===== src/rtl/exponential_pkg.sv =====
// Shared bfloat16 types, constants and rounding helper for the exponential unit.
// Macro LAMPFPU_EXP_RND_MODES_EN enables directed rounding modes in the consumers.
package exponential_pkg;

  localparam int LAMP_FLOAT_MUL_E_DW = 8;
  localparam int LAMP_FLOAT_MUL_F_DW = 7;

  typedef enum logic [1:0] {
    RNE = 2'd0,
    RTZ = 2'd1,
    RUP = 2'd2,
    RDN = 2'd3
  } rndMode_t;

  // Exponent/fraction fields only; bit 15 is replaced by the result sign.
  localparam logic [15:0] BF16_INF_E_F  = 16'h7F80;
  localparam logic [15:0] BF16_MAXF_E_F = 16'h7F7F;

  function automatic logic FUNC_rndUp(input rndMode_t mode, input logic s, input logic lsb,
                                      input logic g, input logic rs);
    logic roundUp;
    case (mode)
      RNE:     roundUp = g & (rs | lsb);
      RTZ:     roundUp = 1'b0;
      RUP:     roundUp = ~s & (g | rs);
      RDN:     roundUp = s & (g | rs);
      default: roundUp = 1'b0;
    endcase
    return roundUp;
  endfunction

endpackage


===== src/rtl/lampfpu_exp_rnd_pack_decide.sv =====
// Combinational round-up / inexact decision from the low fraction bits.
// Rounding is suppressed when the multiplier marks the result as pre-encoded.
module lampfpu_exp_rnd_decide
  import exponential_pkg::*;
(
  input  rndMode_t   rndMode_i,
  input  logic       s_i,
  input  logic [3:0] lgrs_i,
  input  logic       isToRound_i,
  output logic       roundUp_o,
  output logic       inexact_o
);

  logic lsb;
  logic g;
  logic rs;

  assign lsb       = lgrs_i[3];
  assign g         = lgrs_i[2];
  assign rs        = lgrs_i[1] | lgrs_i[0];
  assign inexact_o = g | rs;
  assign roundUp_o = isToRound_i & FUNC_rndUp(rndMode_i, s_i, lsb, g, rs);

endmodule


===== src/rtl/lampfpu_exp_rnd_pack.sv =====
// Two-stage round/pack of the unrounded bfloat16 multiplier result with sticky flags.
// Macro LAMPFPU_EXP_RND_MODES_EN adds rndMode_i and directed rounding modes.
module lampfpu_exp_rnd_pack
  import exponential_pkg::*;
(
  input  logic        clk,
  input  logic        rst,
  input  logic        doRound_i,
  output logic        ready_o,
  input  logic        s_i,
  input  logic [7:0]  e_i,
  input  logic [11:0] f_i,
  input  logic        isOverflow_i,
  input  logic        isUnderflow_i,
  input  logic        isToRound_i,
`ifdef LAMPFPU_EXP_RND_MODES_EN
  input  logic [1:0]  rndMode_i,
`endif
  output logic [15:0] res_o,
  output logic        valid_o,
  input  logic        ready_i,
  output logic        ovf_o,
  output logic        unf_o,
  output logic        inx_o,
  output logic [2:0]  flagsSticky_o,
  input  logic        flagsClr_i
);

  // Handshake: an input is taken on a clock edge where doRound_i & ready_o; a result
  // leaves on an edge where valid_o & ready_i. Both stages shift together only when
  // stage 2 is empty or draining, otherwise everything holds and inputs are dropped.
  logic       advance;
  logic       s1Valid, s1S, s1Inx, s1Ovf, s1Unf, s1ToRound;
  logic [7:0] s1E;
  logic [8:0] s1Sum;
  rndMode_t   mode, s1Mode;
  logic       roundUp, inexact;

`ifdef LAMPFPU_EXP_RND_MODES_EN
  assign mode = rndMode_t'(rndMode_i);
`else
  assign mode = RNE;
`endif

  lampfpu_exp_rnd_decide u_decide (
    .rndMode_i   (mode),
    .s_i         (s_i),
    .lgrs_i      (f_i[3:0]),
    .isToRound_i (isToRound_i),
    .roundUp_o   (roundUp),
    .inexact_o   (inexact)
  );

  assign advance = ~valid_o | ready_i;
  assign ready_o = advance;

  // Saturate to max finite when the rounding direction points back toward zero.
  logic        satMax;
  logic [15:0] ovfWord;
  logic [7:0]  eInc;
  logic [15:0] nxtRes;
  logic        nxtOvf, nxtUnf, nxtInx;

`ifdef LAMPFPU_EXP_RND_MODES_EN
  assign satMax = (s1Mode == RTZ) | ((s1Mode == RUP) & s1S) | ((s1Mode == RDN) & ~s1S);
`else
  assign satMax = 1'b0;
`endif

  assign ovfWord = satMax ? {s1S, BF16_MAXF_E_F[14:0]} : {s1S, BF16_INF_E_F[14:0]};
  assign eInc    = s1E + 8'd1;

  always_comb begin
    nxtRes = {s1S, s1E, s1Sum[6:0]};
    nxtOvf = 1'b0;
    nxtInx = s1Inx & s1ToRound;
    nxtUnf = s1Unf & s1Inx;
    if (s1ToRound) begin
      if (s1Ovf) begin
        nxtRes = ovfWord;
        nxtOvf = 1'b1;
        nxtInx = 1'b1;
      end else if (s1Sum[8]) begin
        if (eInc == 8'hFF) begin
          nxtRes = ovfWord;
          nxtOvf = 1'b1;
          nxtInx = 1'b1;
        end else begin
          nxtRes = {s1S, eInc, 7'h0};
        end
      end
    end
  end

  always_ff @(posedge clk or negedge rst) begin
    if (!rst) begin
      s1Valid       <= 1'b0;
      s1S           <= 1'b0;
      s1E           <= 8'h0;
      s1Sum         <= 9'h0;
      s1Inx         <= 1'b0;
      s1Ovf         <= 1'b0;
      s1Unf         <= 1'b0;
      s1ToRound     <= 1'b0;
      s1Mode        <= RNE;
      valid_o       <= 1'b0;
      res_o         <= 16'h0;
      ovf_o         <= 1'b0;
      unf_o         <= 1'b0;
      inx_o         <= 1'b0;
      flagsSticky_o <= 3'b000;
    end else begin
      if (advance) begin
        s1Valid <= doRound_i;
        if (doRound_i) begin
          s1S       <= s_i;
          s1E       <= e_i;
          s1Sum     <= {1'b0, f_i[10:3]} + {8'h0, roundUp};
          s1Inx     <= inexact;
          s1Ovf     <= isOverflow_i;
          s1Unf     <= isUnderflow_i;
          s1ToRound <= isToRound_i;
          s1Mode    <= mode;
        end
        valid_o <= s1Valid;
        if (s1Valid) begin
          res_o <= nxtRes;
          ovf_o <= nxtOvf;
          unf_o <= nxtUnf;
          inx_o <= nxtInx;
        end
      end
      flagsSticky_o <= (flagsClr_i ? 3'b000 : flagsSticky_o)
                     | ((valid_o & ready_i) ? {ovf_o, unf_o, inx_o} : 3'b000);
    end
  end

endmodule


===== config.mk =====
export PLATFORM = sky130hd
export DESIGN_NAME = lampfpu_exp_rnd_pack
export DESIGN_NICKNAME = d
export VERILOG_FILES = /design/src/rtl/exponential_pkg.sv /design/src/rtl/lampfpu_exp_rnd_pack_decide.sv /design/src/rtl/lampfpu_exp_rnd_pack.sv
export SDC_FILE = /design/constraint.sdc
export NUM_CORES = 1
export LEC_CHECK = 0
export CAP_MARGIN = 20
export CORE_MARGIN = 2
export CORE_UTILIZATION = 49
export CTS_BUF_LIST = sky130_fd_sc_hd__clkbuf_16
export DETAILED_ROUTE_END_ITERATION = 8
export PLACE_DENSITY_LB_ADDON = 0.1
export SYNTH_ARGS = -nofsm -noshare
export SYNTH_HDL_FRONTEND = slang
export SYNTH_HIERARCHICAL = 1
export SYNTH_SLANG_ARGS = --single-unit

===== constraint.sdc =====
create_clock -name clk -period 2.2 [get_ports clk]
set_clock_uncertainty 0.2 [all_clocks]
set_input_delay 0.22 -clock clk [delete_from_list [all_inputs] [get_ports clk]]
set_output_delay 0.22 -clock clk [all_outputs]
set_load 0.02 [all_outputs]

==> impl_metrics.tcl, run 1 <==
set metrics [dict create \
    timing.rr.start "s1E[0]$_DFFE_PN0P_" \
    arrival_ns 1.64 \
    ys_types 43 \
    final_area_um2 2970 \
    gp_congestion 0.836 \
    hold_violations 0 \
    htree_num_levels 2 \
    powerDensity_nw_per_um2 947 \
    seq_area_um2 1130 \
    yosysSeqAreaShare_pct 50.4 \
    port_buffers 51 \
    ctsRootBufferMaster "clkbuf_16" \
    antenna_found_initial 0 \
    grtUsageTotal_pct 19.0 \
    timing.hold.worst_path_depth 1 \
    synth_most_common_cell "dfrtp_1" \
    max_slew_margin_pct 62.9 \
    r2r_cells 6 \
    insertion_delay_ns 0.28 \
    clkTransAtPathRegs_ns 0.06 \
    cp_max_fo 4 \
    numCtsBuffers 5 \
    synth_area_leaders "dfrtp_1 50%, mux2_4 5.4%, nand2_1 4.4%" \
    cts_setup_buffers 0 \
    hpwl_um 3220 \
    fmax_mhz 484 \
    ios 53 \
    fin_nets 303 \
    start_util_pct 50.9 \
    min_to "res_o[10]$_DFFE_PN0P_" \
    period_share_pct 93.8 \
    placed_cells 314 \
    gr-total-overflow 0 \
    route.detailed.drc 0 \
    drt_iter0_markers 128 \
    finalSetupViolCount 0 \
    rsz0062_at_grt "no" \
    drt_first_pass_iters 4 \
    synth_edf_count 0 \
    clk_path_buf_depth 2 \
    synth_largest_area_cell "dfrtp_1" \
    num_rows 24 \
    rrSetupSlack_ns 0.29 \
    synth_common_cells "45 x dfrtp_1, 26 x nand2_1, 14 x o21ai_1" \
    tightest_slew_ns 0.556 \
    hp-start "res_o[10]$_DFFE_PN0P_" \
    hp-class "reg -> reg" \
    postRouteAntennaNets 0 \
    grt_pass1_vias 1645 \
    cts_tree "done" \
    cts_sinks 45 \
    die_h_um 71.5 \
    synth_area_um2 2230 \
    worstPathRequired_ns 1.78 \
    fillCellCount 354 \
    placed_area_um2 2820 \
    yosys.area.top_type_share_pct 50.4 \
    ys.flop_type "dfrtp_1" \
    vdd.ir_drop.worst_mv 0.542 \
    die_area_um2 5110 \
    status "finished clean" \
    fp.dieW_um 71.5 \
    power_leakage_nw 1.28 \
    syn2layout_area_growth_pct 33.0 \
    synth-seq-cells 45 \
    drive_gt1_share_pct 11.8 \
    cp-start-kind "primary input" \
    fin_cells 323 \
    finalWirelength_um 4430 \
    multi_input_area_um2 1050 \
    finalCriticalPeriod_ns 2.06 \
    vias 1726 \
    async_flop_share_pct 100 \
    insertedDiodeCount 0 \
    p_total_mw 2.81 \
    grt_pass1_wl_um 7590 \
    avgSynthCellArea_um2 10.9 \
    slew_violations 0 \
    core_um2 4380 \
    r2r-end "inx_o$_DFFE_PN0P_" \
    synth_warnings 6 \
    netlist_instances 205 \
    maxCapViolations 0 \
    crit_type "in -> out" \
    worst_setup_path_end_kind "primary output" \
    grt_start_max_net_pins 46 \
    wl_per_cell_um 13.7 \
    viasPerCell 5.34 \
]
## worst max-delay path, cell delays in order
cell and delay [ns]:
clkdlybuf4s50_1 0.52, nand2b_1 0.25, clkdlybuf4s50_1 0.65
## repair_timing
item / in CTS / in global routing
endpoints found under the hold margin: 45 / 0
hold buffers: 1 / 0
setup endpoints to repair: 0 / 1
resized for setup: 0 / 1
## per-stage QoR
step	hold slack, ns	TNS, ns	setup slack, ns	utilization (%)
4_1_cts	0.283	0	0.111	67.6
3_5_place_dp	0.134	-0.331	-0.164	64.3
6_report	0.277	0	0.136	67.7
5_1_grt	0.304	0	0.0204	67.7
2_1_floorplan	-0.276	0	0.485	-
3_3_place_gp	0.132	-0.164	-0.0914	64.3
## cells by family after synthesis
kind of cell,share of synthesized area [%]
buffers and inverters,3.70
AOI/OAI and AO/OA,14.9
adders and majority gates,2.24
and+or+nand+nor,15.9
xor gates and xnor gates,2.75
muxes,9.87
DFF,50.4
other,0.168
## area by class of cell
type	instances	area share, %
Timing Repair Buffer	59	19.1
Inverter	6	0.759
Clock buffer	5	4.22
Tap cell	52	2.19
Multi-Input combinational cell	153	35.3
Sequential cell	45	37.9
Clock inverter	3	0.422
## report_power, final
part | leakage, nW | total [mW] | internal, mW | switching [mW]
Combinational | 0.667 | 0.929 | 0.481 | 0.447
Sequential | 0.545 | 1.18 | 1.02 | 0.159
Clock | 0.0687 | 0.699 | 0.410 | 0.288
## how the worst max path moves through the flow
| stage | startpoint | end | slack (ns) | cells past startpoint |
|---|---|---|---|---|
| floorplan | s1E[1]$_DFFE_PN0P_ | inx_o$_DFFE_PN0P_ | 0.48 | 6 |
| global placement | f_i[2] | s1Sum[6]$_DFFE_PN0P_ | -0.09 | 10 |
| detailed placement | f_i[2] | s1Sum[6]$_DFFE_PN0P_ | -0.16 | 10 |
| CTS | f_i[2] | s1Sum[6]$_DFFE_PN0P_ | 0.11 | 10 |
| global route | f_i[2] | s1Sum[6]$_DFFE_PN0P_ | 0.02 | 10 |
| finish | ready_i | ready_o | 0.14 | 3 |
## registers in the layout, summed over array words and instances (netlist names)
| signal | count |
|---|---|
| res_o | 16 |
| valid_o | 1 |
| s1Ovf | 1 |
| flagsSticky_o | 3 |
| unf_o | 1 |
| s1Unf | 1 |
| s1S | 1 |
| ovf_o | 1 |
| inx_o | 1 |
| s1E | 8 |
| s1Sum | 8 |
| s1Valid | 1 |
| s1Inx | 1 |
| s1ToRound | 1 |
## metal layers
metal	up-vias	global-route usage [%]	part of all wire, %
met5	-	0	0
met4	0	6.29	1.2
met3	5	4.08	5.3
met2	49	29.9	46
met1	821	26.4	47
li1	851	-	-
## cell usage in the layout, fill, tap and decap left out, types with 4 or more instances in the layout
| master | instances |
|---|---|
| buf_4 | 7 |
| nand3_1 | 9 |
| inv_1 | 6 |
| o21ai_1 | 14 |
| mux2_4 | 8 |
| o21ai_0 | 11 |
| nor2_1 | 4 |
| a22o_1 | 7 |
| xnor2_1 | 5 |
| nand2_1 | 26 |
| conb_1 | 7 |
| ha_1 | 4 |
| nand2b_1 | 5 |
| mux2_1 | 8 |
| a21oi_1 | 7 |
| clkbuf_16 | 5 |
| dfrtp_1 | 45 |
| a211o_1 | 4 |
| clkdlybuf4s50_1 | 50 |
Note: power is estimated with default switching activity, not from simulation.
==> run 2, diff against run 1 <==
--- a/config.mk
+++ b/config.mk
@@ -6,9 +6,11 @@
 export NUM_CORES = 1
 export LEC_CHECK = 0
 export CAP_MARGIN = 20
+export CORE_ASPECT_RATIO = 0.75
 export CORE_MARGIN = 2
 export CORE_UTILIZATION = 49
 export CTS_BUF_LIST = sky130_fd_sc_hd__clkbuf_16
+export CTS_CLUSTER_DIAMETER = 200
 export DETAILED_ROUTE_END_ITERATION = 8
 export PLACE_DENSITY_LB_ADDON = 0.1
 export SYNTH_ARGS = -nofsm -noshare
==> impl_metrics.tcl, run 2 (synthesized netlist as in run 1, its figures left out) <==
set metrics [dict create \
    drt_first_pass_iters 4 \
    start_util_pct 50.6 \
    gr-total-overflow 0 \
    powerDensity_nw_per_um2 1010 \
    ios 53 \
    fin_util_pct 68.8 \
    finalCriticalPeriod_ns 2.10 \
    grt_pass1_wl_um 8350 \
    numCtsBuffers 5 \
    fin_nets 305 \
    combPwrFrac_pct 30.8 \
    p_total_mw 3.08 \
    postRouteAntennaNets 0 \
    final_cell_mix "50 x clkdlybuf4s50_1, 45 x dfrtp_1, 26 x nand2_1, 14 x o21ai_1, 11 x o21ai_0" \
    power_switching_mw 0.927 \
    placed_cells 321 \
    status "finished clean" \
    final_area_um2 3040 \
    met1_usage_pct 32.9 \
    cts_setup_buffers 0 \
    htree_num_levels 2 \
    swShare_pct 30.1 \
    grtUsageTotal_pct 21.1 \
    cp-start-kind "primary input" \
    hp-class "in -> async" \
    clkTransAtPathRegs_ns 0.06 \
    route.detailed.drc 0 \
    cp_max_fo 6 \
    fin_cells 330 \
    hold_violations 0 \
    grt_start_max_net_pins 29 \
    insertedDiodeCount 0 \
    final_common_cell "clkdlybuf4s50_1" \
    rsz0062_at_grt "no" \
    slew_violations 0 \
    largest_reg_flops 16 \
    fp.dieW_um 81.9 \
    drt_iter0_markers 125 \
    power_leakage_nw 1.32 \
    port_buffers 51 \
    clock_power_share_pct 30.9 \
    cts_tree "done" \
    grt.busiest_layer "met1" \
    finalSetupViolCount 0 \
    placed_area_um2 2840 \
    vias 1766 \
    grt_pass1_vias 1730 \
    post_cts_resized 0 \
    num_rows 21 \
    antenna_found_initial 0 \
    largest-register "res_o" \
    arrival_ns 1.68 \
    viasPerCell 5.35 \
    use_met3_pct 4.91 \
    power.internal_mw 2.16 \
    power_frac_seq_pct 38.3 \
    core_um2 4410 \
    hpwl_um 3510 \
    period_share_pct 95.6 \
    die_area_um2 5120 \
    crit_type "in -> out" \
    die_h_um 62.5 \
    fillCellCount 351 \
    gp_congestion 0.896 \
    worst_setup_path_end_kind "primary output" \
    use_met2_pct 29.6 \
    cts_sinks 45 \
    vdd.ir_drop.worst_mv 0.557 \
    worstPathRequired_ns 1.78 \
    wl_per_cell_um 14.4 \
    fmax_mhz 475 \
    finalWirelength_um 4740 \
    clk_path_buf_depth 2 \
    syn2layout_area_growth_pct 36.2 \
    drive_gt1_share_pct 12.8 \
    maxCapViolations 0 \
    ctsRootBufferMaster "clkbuf_16" \
    largest_registers "res_o x16, s1E x8, s1Sum x8" \
    insertion_delay_ns 0.29 \
]
[run 2: cell types whose count changed in the layout (fill, tap and decap cells not counted)]
| cell | change |
|---|---|
| buf_4 | +2 |
| bufinv_16 | +2 |
| clkinv_1 | -2 |
| nor2_1 | +1 |
| nor2_2 | -1 |
[run 2: area by class of cell]
type,count,area (um^2),share of cell area [%]
multi-input combinational,153,1050,34.4
sequential,45,1130,37.1
clock inverter,3,65.1,2.14
timing repair buffer,61,583,19.2
tap,57,71.3,2.35
clock buffer,5,125,4.12
inverter,6,22.5,0.741
[run 2: critical path, stage by stage]
cell and delay [ns]:
clkdlybuf4s50_1 0.47, nand2b_1 0.32, clkdlybuf4s50_1 0.67
[run 2: worst paths after layout]
kind	from	endpoint	slack (ns)	cells after the start
max	ready_i	ready_o	0.1	3
min	rst	flagsSticky_o[2]$_DFF_PN0_	0.19	2
max reg2reg	s1E[0]$_DFFE_PN0P_	ovf_o$_DFFE_PN0P_	0.32	8
min reg2reg	res_o[13]$_DFFE_PN0P_	res_o[13]$_DFFE_PN0P_	0.29	2
max in group asynchronous	rst	s1Sum[8]$_DFFE_PN0P_	1.06	3
min in group clk	res_o[13]$_DFFE_PN0P_	res_o[13]$_DFFE_PN0P_	0.29	2
[run 2: power groups by stage]
stage | logic (mW) | registers (mW) | clock network (mW)
2_1_floorplan | 0.376 | 1.33 | 0
3_3_place_gp | 0.935 | 1.18 | 0
3_5_place_dp | 0.947 | 1.19 | 0
4_1_cts | 0.958 | 1.18 | 0.969
5_1_grt | 1.04 | 1.21 | 1.01
6_report | 0.950 | 1.18 | 0.953
[run 2: layer usage]
metal	vias up	routed length, um	share of wire (%)
met2	56	2100	44
met3	7	236	5.0
li1	863	-	-
met4	0	62	1.3
met5	-	0	0
met1	840	2340	49
[run 2: timing repair]
item	in CTS	in global routing
hold buffers	1	0
endpoints found under the setup margin	0	0
endpoints found under the hold margin	16	0
[run 2: through the flow]
stage	TNS (ns)	hold WS, ns	worst slack, ns
finish	0	0.188	0.0964
global route	0	0.228	0.0233
CTS	0	0.202	0.0872
detailed placement	-0.384	-0.0329	-0.163
global placement	-0.114	-0.0301	-0.0730
floorplan	0	-0.276	0.485
==> run 3, diff against run 2 <==
--- a/config.mk
+++ b/config.mk
@@ -5,7 +5,7 @@
 export SDC_FILE = /design/constraint.sdc
 export NUM_CORES = 1
 export LEC_CHECK = 0
-export CAP_MARGIN = 20
+export CAP_MARGIN = 40
 export CORE_ASPECT_RATIO = 0.75
 export CORE_MARGIN = 2
 export CORE_UTILIZATION = 49
@@ -13,6 +13,7 @@
 export CTS_CLUSTER_DIAMETER = 200
 export DETAILED_ROUTE_END_ITERATION = 8
 export PLACE_DENSITY_LB_ADDON = 0.1
+export RECOVER_POWER = 100
 export SYNTH_ARGS = -nofsm -noshare
 export SYNTH_HDL_FRONTEND = slang
 export SYNTH_HIERARCHICAL = 1
==> impl_metrics.tcl, run 3 (synthesized netlist as in run 1, its figures left out) <==
set metrics [dict create \
    status "finished clean" \
    placed_area_um2 2840 \
    vdd.ir_drop.worst_mv 0.537 \
    drt_iter0_markers 153 \
    finalWorstSetupSlack_ns 0.113 \
    num_rows 21 \
    slew_violations 0 \
    max_slew_margin_pct 37.2 \
    die_h_um 62.5 \
    rrSetupSlack_ns 0.24 \
    grtUsageTotal_pct 21.1 \
    min_to "res_o[13]$_DFFE_PN0P_" \
    path_cells "clkdlybuf4s50_1 -> nand2b_1 -> dlygate4sd3_1" \
    clk_path_buf_depth 2 \
    cts_setup_buffers 0 \
    hpwl_um 3510 \
    placed_cells 321 \
    clkTransAtPathRegs_ns 0.06 \
    die_area_um2 5120 \
    drt_first_pass_iters 4 \
    route.detailed.drc 0 \
    crit_type "in -> out" \
    insertion_delay_ns 0.28 \
    largest_registers "res_o x16, s1E x8, s1Sum x8" \
    power_leakage_nw 1.30 \
    wl_per_cell_um 14.2 \
    tightest_slew_ns 0.941 \
    period_share_pct 94.9 \
    largest-register "res_o" \
    maxCapViolations 0 \
    cp_slowest_stage_delay_ns 0.72 \
    core_um2 4410 \
    powerDensity_nw_per_um2 998 \
    hp-start "res_o[13]$_DFFE_PN0P_" \
    finalSetupViolCount 0 \
    grt_pass1_wl_um 8350 \
    ctsRootBufferMaster "clkbuf_16" \
    final_cell_mix "45 x dfrtp_1, 27 x nand2_1, 26 x clkdlybuf4s50_1, 25 x dlygate4sd3_1, 19 x o21ai_0" \
    fin_nets 305 \
    viasPerCell 5.33 \
    r2r-end "res_o[0]$_DFFE_PN0P_" \
    rsz0062_at_grt "no" \
    worst_hold_slack_ns 0.274 \
    timing.hold.worst_path_depth 2 \
    gr-total-overflow 0 \
    ios 53 \
    numCtsBuffers 5 \
    port_buffers 51 \
    worst_setup_path_end_kind "primary output" \
    hold_violations 0 \
    timing.rr.start "valid_o$_DFFE_PN0N_" \
    cts_sinks 45 \
    vias 1760 \
    grt_start_max_net_pins 29 \
    finalWirelength_um 4680 \
    fp.dieW_um 81.9 \
    arrival_ns 1.67 \
    hp-class "reg -> reg" \
    fin_cells 330 \
    r2r_cells 4 \
    syn2layout_area_growth_pct 33.8 \
    critPathBufInv 2 \
    critPathSlowestCell "dlygate4sd3_1" \
    antenna_found_initial 0 \
    critPathTopFamily "buffers and inverters" \
    htree_num_levels 2 \
    postRouteAntennaNets 0 \
    final_area_um2 2990 \
    fmax_mhz 479 \
    gp_congestion 0.896 \
    drive_gt1_share_pct 8.79 \
    worstPathRequired_ns 1.78 \
    fin_tns_setup_ns 0 \
    cp_max_fo 6 \
    finalCriticalPeriod_ns 2.09 \
    final_common_cell "dfrtp_1" \
    post-place-ws_ns -0.163 \
    largest_reg_flops 16 \
    insertedDiodeCount 0 \
    grt_pass1_vias 1730 \
    start_util_pct 50.6 \
    cp-start-kind "primary input" \
    cts_tree "done" \
]
[run 3: report_power, final]
group	total, mW	switching [mW]	internal (mW)
clock	0.950	0.302	0.648
sequential	1.17	0.146	1.02
combinational	0.862	0.455	0.407
[run 3: how the worst max path moves through the flow]
| stage | slack [ns] | startpoint | cells past startpoint | to |
|---|---|---|---|---|
| 2_1_floorplan | 0.48 | s1E[1]$_DFFE_PN0P_ | 6 | inx_o$_DFFE_PN0P_ |
| 3_5_place_dp | -0.16 | f_i[2] | 10 | s1Sum[8]$_DFFE_PN0P_ |
| 4_1_cts | 0.09 | ready_i | 3 | ready_o |
| 5_1_grt | 0.03 | f_i[2] | 10 | s1Sum[6]$_DFFE_PN0P_ |
| 6_report | 0.11 | ready_i | 3 | ready_o |
| 3_3_place_gp | -0.07 | f_i[2] | 10 | s1Sum[6]$_DFFE_PN0P_ |
[run 3: per-layer routing]
layer,vias up,global-route usage (%),wire (um)
li1,865,-,-
met2,57,29.6,2050
met1,831,32.9,2300
met3,7,4.91,270
met4,0,5.83,61
met5,-,0,0
[run 3: timing repair]
item	CTS	global route
resized for setup	0	0
hold buffers	1	0
hold endpoints to repair	16	0
setup endpoints to repair	0	0
[run 3: tightest hold or removal path: cells and delay by family, from the launching register on]
kind | cells | cell delay [ns]
AND/OR/NAND/NOR | 1 | 0.05
AO/OA/AOI/OAI | 1 | 0.05
flip-flops | 1 | 0.34
[run 3: stage by stage]
stage / total power, mW / utilization [%]
6_report: 2.98 / 67.7
3_5_place_dp: 2.14 / 64.3
3_3_place_gp: 2.12 / 64.3
5_1_grt: 3.16 / 67.7
2_1_floorplan: 1.70 / -
4_1_cts: 3.11 / 68.8
[run 3: cell type report]
class	instances	area [um^2]
Tap cell	57	71.3
Clock buffer	5	125
Sequential cell	45	1130
Multi-Input combinational cell	153	1010
Fill cell	367	1430
Timing Repair Buffer	61	571
Inverter	6	22.5
Clock inverter	3	65.1
